$ cat src/rtl/ac_rle_sequencer.sv
// JPEG AC run-length sequencer: counts zero runs and inserts ZRL/EOB. Emits one (code, amplitude) symbol per handshake.
// Optional build macro AC_RLE_STATS_EN adds sym_count_out, the symbol count of the last completed block.
module ac_rle_sequencer #(
    parameter int COEF_W = 12
) (
    input  logic                     clk_in,
    input  logic                     rst_in,
    input  logic signed [COEF_W-1:0] coef_in,
    input  logic                     coef_valid_in,
    output logic                     coef_ready_out,
    output logic [7:0]               lut_run_out,
    output logic [7:0]               lut_size_out,
    input  logic [15:0]              lut_code_in,
    input  logic [4:0]               lut_len_in,
    output logic [15:0]              sym_code_out,
    output logic [4:0]               sym_len_out,
    output logic [9:0]               amp_bits_out,
    output logic [3:0]               amp_len_out,
    output logic                     sym_valid_out,
    input  logic                     sym_ready_in,
    output logic                     block_done_out
`ifdef AC_RLE_STATS_EN
    ,
    output logic [6:0]               sym_count_out
`endif
);

    typedef enum logic [1:0] {ST_ACCEPT, ST_ZRL, ST_SYM, ST_EOB} state_t;

    // Saturation bounds assume COEF_W >= 11 so that +/-1023 is representable.
    localparam logic signed [COEF_W-1:0] SAT_POS = COEF_W'(1023);
    localparam logic signed [COEF_W-1:0] SAT_NEG = -SAT_POS;

    state_t                   r_state;
    logic [5:0]               r_idx;
    logic [5:0]               r_zero_run;
    logic signed [COEF_W-1:0] r_held_coef;
    logic                     r_held_last;
    logic [15:0]              r_sym_code;
    logic [4:0]               r_sym_len;
    logic [9:0]               r_amp_bits;
    logic [3:0]               r_amp_len;
    logic                     r_sym_valid;
    logic                     r_sym_last;

    logic                     w_out_free;
    logic                     w_accept;
    logic                     w_coef_nz;
    logic                     w_load;
    logic                     w_last;
    logic                     w_is_data;
    logic signed [COEF_W-1:0] w_sym_coef;
    logic signed [COEF_W-1:0] w_sat;
    logic [9:0]               w_mag;
    logic [9:0]               w_amp_mask;
    logic [9:0]               w_amp;
    logic [3:0]               w_size;
    logic [3:0]               w_lut_run;
    logic [3:0]               w_lut_size;

    assign w_out_free     = !r_sym_valid || sym_ready_in;
    assign coef_ready_out = !rst_in && (r_state == ST_ACCEPT) && w_out_free;
    assign w_accept       = coef_valid_in && coef_ready_out;
    assign w_coef_nz      = (coef_in != '0);
    assign w_sym_coef     = (r_state == ST_SYM) ? r_held_coef : coef_in;

    // Negative amplitude is the low bits of (coef - 1), i.e. the one's complement of |coef|.
    always_comb begin : size_amp
        w_sat = w_sym_coef;
        if (w_sym_coef > SAT_POS)
            w_sat = SAT_POS;
        else if (w_sym_coef < SAT_NEG)
            w_sat = SAT_NEG;
        w_mag  = w_sat[COEF_W-1] ? 10'(-w_sat) : 10'(w_sat);
        w_size = '0;
        for (int b = 0; b < 10; b++)
            if (w_mag[b]) w_size = 4'(b + 1);
        w_amp_mask = 10'((11'd1 << w_size) - 11'd1);
        w_amp      = (w_sat[COEF_W-1] ? (w_sat[9:0] - 10'd1) : w_sat[9:0]) & w_amp_mask;
    end

    // NOTE: every signal gets a default before the case so no path leaves it unassigned (no latch).
    always_comb begin : load_select
        w_load     = 1'b0;
        w_lut_run  = '0;
        w_lut_size = '0;
        w_last     = 1'b0;
        w_is_data  = 1'b0;
        case (r_state)
            ST_ACCEPT: if (w_accept && w_coef_nz && (r_zero_run < 6'd16)) begin
                w_load     = 1'b1;
                w_lut_run  = r_zero_run[3:0];
                w_lut_size = w_size;
                w_last     = (r_idx == 6'd63);
                w_is_data  = 1'b1;
            end
            ST_ZRL: if (w_out_free) begin
                w_load    = 1'b1;
                w_lut_run = 4'd15;
            end
            ST_SYM: if (w_out_free) begin
                w_load     = 1'b1;
                w_lut_run  = r_zero_run[3:0];
                w_lut_size = w_size;
                w_last     = r_held_last;
                w_is_data  = 1'b1;
            end
            ST_EOB: if (w_out_free) begin
                w_load = 1'b1;
                w_last = 1'b1;
            end
            default: w_load = 1'b0;
        endcase
    end

    assign lut_run_out  = {4'b0, w_lut_run};
    assign lut_size_out = {4'b0, w_lut_size};

    // NOTE: state registers use non-blocking assignments so every flop samples pre-edge values.
    always_ff @(posedge clk_in or posedge rst_in) begin
        if (rst_in) begin
            r_state     <= ST_ACCEPT;
            r_idx       <= 6'd1;
            r_zero_run  <= '0;
            r_held_coef <= '0;
            r_held_last <= 1'b0;
            r_sym_code  <= '0;
            r_sym_len   <= '0;
            r_amp_bits  <= '0;
            r_amp_len   <= '0;
            r_sym_valid <= 1'b0;
            r_sym_last  <= 1'b0;
        end else begin
            if (w_load) begin
                r_sym_valid <= 1'b1;
                r_sym_code  <= lut_code_in;
                r_sym_len   <= lut_len_in;
                r_amp_bits  <= w_is_data ? w_amp : 10'd0;
                r_amp_len   <= w_is_data ? w_lut_size : 4'd0;
                r_sym_last  <= w_last;
            end else if (sym_ready_in) begin
                r_sym_valid <= 1'b0;
            end

            if (w_accept)
                r_idx <= (r_idx == 6'd63) ? 6'd1 : r_idx + 6'd1;

            case (r_state)
                ST_ACCEPT: if (w_accept) begin
                    if (!w_coef_nz) begin
                        r_zero_run <= r_zero_run + 6'd1;
                        if (r_idx == 6'd63) r_state <= ST_EOB;
                    end else begin
                        r_held_coef <= coef_in;
                        r_held_last <= (r_idx == 6'd63);
                        if (r_zero_run >= 6'd16)
                            r_state <= ST_ZRL;
                        else
                            r_zero_run <= '0;
                    end
                end
                ST_ZRL: if (w_out_free) begin
                    r_zero_run <= r_zero_run - 6'd16;
                    if (r_zero_run < 6'd32) r_state <= ST_SYM;
                end
                ST_SYM, ST_EOB: if (w_out_free) begin
                    r_zero_run <= '0;
                    r_state    <= ST_ACCEPT;
                end
                default: r_state <= ST_ACCEPT;
            endcase
        end
    end

    assign sym_code_out   = r_sym_code;
    assign sym_len_out    = r_sym_len;
    assign amp_bits_out   = r_amp_bits;
    assign amp_len_out    = r_amp_len;
    assign sym_valid_out  = r_sym_valid;
    assign block_done_out = r_sym_valid && r_sym_last && sym_ready_in;

`ifdef AC_RLE_STATS_EN
    logic [6:0] r_blk_syms;
    logic [6:0] r_last_cnt;
    logic [6:0] r_sym_count;

    // The final symbol's count is parked until it actually transfers.
    always_ff @(posedge clk_in or posedge rst_in) begin
        if (rst_in) begin
            r_blk_syms  <= '0;
            r_last_cnt  <= '0;
            r_sym_count <= '0;
        end else begin
            if (w_load) begin
                if (w_last) begin
                    r_blk_syms <= '0;
                    r_last_cnt <= r_blk_syms + 7'd1;
                end else begin
                    r_blk_syms <= r_blk_syms + 7'd1;
                end
            end
            if (block_done_out)
                r_sym_count <= r_last_cnt;
        end
    end

    assign sym_count_out = r_sym_count;
`endif

endmodule

$ cat config.mk
export PLATFORM = sky130hd
export DESIGN_NAME = ac_rle_sequencer
export DESIGN_NICKNAME = d
export VERILOG_FILES = /design/src/rtl/ac_rle_sequencer.sv
export SDC_FILE = /design/constraint.sdc
export NUM_CORES = 1
export LEC_CHECK = 0
export CAP_MARGIN = 25
export CORE_MARGIN = 2
export CORE_UTILIZATION = 35
export DETAILED_ROUTE_END_ITERATION = 16
export REMOVE_ABC_BUFFERS = 1
export SYNTH_ARGS = -nofsm -noshare
export SYNTH_HDL_FRONTEND = slang
export SYNTH_SLANG_ARGS = --single-unit
$ cat constraint.sdc
create_clock -name clk_in -period 8.6 [get_ports clk_in]
set_input_delay 1.29 -clock clk_in [delete_from_list [all_inputs] [get_ports clk_in]]
set_output_delay 1.29 -clock clk_in [all_outputs]
set_load 0.01 [all_outputs]
Word-level counts from Yosys, hierarchy flattened
Index checks and enable logic that the tools add are counted.
{ "totals": {"ramBits": 0, "elab_cells": 101, "reg_bits": 64, "mem_count": 0, "latchBits": 0, "mem_bits_ro": 0} }
{ "op_classes": {"reduce_logical": 18, "n_div": 0, "multipliers": 0, "n_lt_le_gt_ge": 5, "n_mux": 48, "n_bitwise": 1, "n_shift": 1, "n_eq_ne": 11, "n_addsub": 6} }
{ "op_table": {"columns": ["op", "count"], "rows": [
  ["$mux W4", 15],
  ["$mux W12", 3],
  ["$mux W6", 6],
  ["$mux W10", 3],
  ["$sub A10 B1 Y10 const B", 2],
  ["$pmux W6 S3", 1],
  ["$mux W2", 7],
  ["$add A6 B1 Y6 const B", 2],
  ["$gt A12 B11 Y1 const B", 1],
  ["$lt A12 B11 Y1 const B", 1],
  ["$pmux W4 S3", 1],
  ["$reduce_bool A12 Y1", 1],
  ["$and A10 B10 Y10", 1],
  ["$neg A10 Y10", 1],
  ["$shl A1 B4 Y10 const A", 1],
  ["$ne A2 B2 Y1 const B", 4],
  ["$pmux W4 S2", 1],
  ["$logic_and A1 B1 Y1", 7],
  ["$mux W1", 7],
  ["$eq A6 B6 Y1 const B", 1],
  ["$ge A6 B5 Y1 const B", 1],
  ["$lt A6 B5 Y1 const B", 1],
  ["$lt A6 B6 Y1 const B", 1],
  ["$ne A3 B2 Y1 const B", 2],
  ["other kinds (16)", 19]
]} }

Depth between registers and ports, before layout
{ "logic_depth": {"word_depth": 21, "depth_mapped": 25, "depth_no_buf": 22} }

Worst setup path after synthesis
OpenSTA, ideal clock, no wires.
{ "synth_timing": {"kind": "input port to output port", "start": "input port coef_in[9]", "end": "output port lut_size_out[1]", "slack_ns": 2.916, "path_stages": 19, "arrival_time_ns": 4.394, "n_path_buf": 1, "path_cell_list": "nor4_1 nand4_1 nand2_1 nand2_1 nand3_1 ha_1 buf_2 nor4bb_1 a31o_2 nor2_1 ha_1 inv_1 a211oi_2 nor4b_2 or2_1 o32ai_2 a21bo_2 a31oi_1 nor2_1"} }
{ "synth_between": {"elab_chain_len": 17, "word_cells_on_any_way": 22} }
{ "synth_rtl": {"columns": ["item", "line_no", "text"], "rows": [
  ["from (decl)", "8", "input logic signed [COEF_W-1:0] coef_in,"],
  ["$mux W12", "65", "assign w_sym_coef = (r_state == ST_SYM) ? r_held_coef : coef_in;"],
  ["$lt A12 B11 Y1", "72", "else if (w_sym_coef < SAT_NEG)"],
  ["$mux W12", "72", null],
  ["$mux W12", "70", "if (w_sym_coef > SAT_POS)"],
  ["$neg A10 Y10", "74", "w_mag = w_sat[COEF_W-1] ? 10'(-w_sat) : 10'(w_sat);"],
  ["$mux W10", "74", null],
  ["$mux W4 (9 in a row)", "77", "if (w_mag[b]) w_size = 4'(b + 1);"],
  ["$mux W4 (on tied branches)", "101, 90", null],
  ["$pmux W4 S2 *", "89", "case (r_state)"],
  ["to (decl)", "12", "output logic [7:0] lut_size_out,"]
]} }
Mark *: on every way between the ends. The rest lies on a longest branch, timed or not.

Worst setup path in the final report
Same ends and word-level chain as after synthesis.

==> results.json <==
{
  "path_max_fanout": 22,
  "worstSetupPathDepth": 20,
  "syn_area_per_cell_sq_um": 9.437,
  "vias": 3581,
  "final.setup.tns_ps": 0,
  "cts_resized": 0,
  "die-area_sq_um": 12610,
  "finalMaxSlewViolations": 0,
  "clkTransAtPathRegs_ps": 50,
  "place_congestion": 0.8706,
  "grt_pass1_wl_mm": 16.77,
  "grt_antenna_before_repair": 0,
  "worstReg2RegEnd": "amp_bits_out[8]",
  "io-pin-count": 91,
  "ys_ff_latch": 64,
  "cts_made_buffers": 9,
  "io_buffers": 82,
  "slowest_stage": "ha_1",
  "cts.sinks": 64,
  "ys_top_cells_by_area": "dfrtp_1, mux2_2, nand2_1",
  "initial_core_util": 0.3595,
  "cts-root-buf": "clkbuf_16",
  "clockBufferDepth": 2,
  "netlist_top_cells_count": "dfrtp_1, nand2_1, mux2_2, nor2_1, o21ai_0",
  "synth_top_area_cell": "dfrtp_1",
  "period_share": 0.8429,
  "tritoncts": "built",
  "required_ps": 7310,
  "path_cells": "clkdlybuf4s50_1 > nor4_1 > nand4_1 > nand2_1 > nand2_1 > nand3_1 > ha_1 > inv_2 > a31o_2 > nor2_1 > ha_1 > inv_1 > a211oi_2 > nor4b_2 > a31oi_1 > o32ai_2 > a21bo_2 > a31oi_1 > nor2_1 > clkdlybuf4s50_1",
  "final-hold-violation-count": 0,
  "p_leak_uw": 0.002219,
  "end_kind": "output port",
  "cap_violations": 0,
  "holdBufCountCts": 0,
  "crit_path_start": "coef_in[9]",
  "r2r_setup_slack_ps": 2470,
  "crit_family": "compound AO/OA/AOI/OAI gates",
  "reg2reg_depth": 21,
  "async_flop_share": 1.000,
  "dpl.hpwl_mm": 7.422,
  "drc": 0,
  "crit_type": "primary input to output port",
  "netlist_area_sq_um": 4105,
  "postRouteAntennaNets": 0,
  "start_kind": "primary input",
  "crit_buf_inv": 4,
  "r2r-start": "r_state[1]",
  "peakVddDrop_uv": 165.4,
  "final_nets": 555,
  "fin_worst_skew_ps": 4.809,
  "grt_usage": 0.1598,
  "grt_max_degree": 65,
  "power_density_nw_per_um2": 366.8,
  "dp.cells": 643,
  "dr.pass1.iters": 5,
  "vias_per_cell": 5.434,
  "final_cells": 659,
  "h-tree-depth": 3,
  "die_h_um": 112.3,
  "synth.top_cell.area_share": 0.3840,
  "grt_setup_unrepaired": "false",
  "wl_per_cell_um": 15.42,
  "post-synth-top-count-cell": "dfrtp_1",
  "yosysUniqueCellTypes": 70,
  "setup_viol": 0,
  "status": "complete, no violations",
  "ys_warn_count": 0,
  "overflow": 0,
  "critPathMaxStageDelay_ps": 550,
  "slew_headroom": 0.4603,
  "worstHoldPathType": "flop to flop",
  "worst_pin_slew_ps": 809.6,
  "antennaDiodeCount": 0,
  "cts_setup_buffers": 0,
  "synthCells": 435,
  "synth_edf_count": 0,
  "synth-main-ff-cell": "dfrtp_1",
  "num_rows": 39,
  "first_global_vias": 3314,
  "cp.arrival_ps": 5960,
  "fmax_mhz": 138.0,
  "fp.dieW_um": 112.3,
  "totalWireLength_mm": 10.16,
  "final.min_clock_period_ps": 7249,
  "yosysSeqAreaShare": 0.3904,
  "drive_above_1_share": 0.1492,
  "endpoint": "lut_size_out[1]",
  "syn2layout_area_growth_pct": 30.84,
  "clk_latency_ps": 320,
  "drt_iter0_markers": 311,
  "core-area_sq_um": 11420
}
-- power breakdown --
part	total (uW)	internal, uW	switching, uW
clock	459	322	137
sequential	534	436	98.3
combinational	977	484	493
-- metal layers --
metal	routed length, um	global-route usage	vias up
li1	-	-	1715
met1	4967	0.2400	1723
met2	4496	0.2361	131
met3	564	0.03078	12
met4	135	0.04228	0
met5	0	0	-
-- logic make-up after synthesis --
logic type | share of synthesized area
compound gates | 0.1740
simple gates | 0.2170
flops | 0.3904
buf+inv | 0.05151
mux | 0.09997
xor+xnor | 0.04480
other cells | 0.0009135
fa+ha+maj | 0.02133
-- state kept, by name (all words and copies together), names as in the netlist --
register       count
r_zero_run         6
amp_len_out        4
sym_code_out      16
r_sym_last         1
r_state            2
r_idx              6
r_held_coef       12
amp_bits_out      10
sym_valid_out      1
r_held_last        1
sym_len_out        5
-- layout make-up --
type / instances / area (sq um)
fillers: 1084 / 6047
multi-input cells: 339 / 2317
clock buffers: 10 / 239.0
flip-flops and latches: 64 / 1603
well taps: 143 / 178.9
clock inverters: 6 / 137.6
repair buffers: 87 / 858.3
inverters: 10 / 37.54
-- worst min-delay path by stage --
stage | start | end | cells past startpoint
final | r_idx[4] | r_idx[4] | 1
after global routing | r_idx[4] | r_idx[4] | 1
after CTS | r_idx[4] | r_idx[4] | 1
after detailed placement | r_idx[4] | r_idx[4] | 1
after global placement | r_idx[4] | r_idx[4] | 1
after floorplan | r_idx[4] | r_idx[4] | 1
-- cells in the final DEF (no fill, tap or decap), drive strengths merged, types with 7 or more instances in the layout --
cell / netlist / routed
dfrtp: 63 / 63
nand3: 18 / 18
nor2: 33 / 33
ha: 7 / 7
mux2: 32 / 32
nor3: 8 / 8
clkdlybuf4s50: 0 / 82
nand2b: 7 / 7
a31oi: 9 / 9
xnor2: 15 / 15
a21o: 8 / 8
and3: 7 / 7
a21oi: 18 / 18
o21ai: 26 / 26
nand2: 53 / 53
conb: 1 / 8
inv: 10 / 12
clkbuf: 9 / 10
-- through the flow --
| step | power, uW | worst slack (ps) | util | cell area [sq um] | hold slack, ps |
|---|---|---|---|---|---|
| global placement | 1499 | 1528 | 0.4374 | 4995 | 458.5 |
| finish | 1970 | 1351 | 0.4704 | 5371 | 472.7 |
| floorplan | 1142 | 2882 | - | 3958 | 438.8 |
| global route | 2102 | 972.0 | 0.4704 | 5371 | 476.5 |
| detailed placement | 1519 | 1405 | 0.4374 | 4995 | 459.6 |
| CTS | 1986 | 1383 | 0.4704 | 5371 | 471.0 |
-- worst register-to-register path: stages, from the launching register on --
cell      delay (ps)
dfrtp_1          690
nor2b_1          640
a21oi_1          200
a21oi_1          160
nand3_1          100
ha_1             710
inv_2            170
a31o_2           290
nor2_1            90
ha_1             210
inv_1             80
a211oi_2         280
nor4b_2          330
a31oi_1          150
o32ai_2          260
or3b_4           460
nor3_2           140
nand2b_1         100
ha_1             230
o31ai_2          120
mux2_2           380
a32o_1           260
Power figures use the tool's default switching activity.
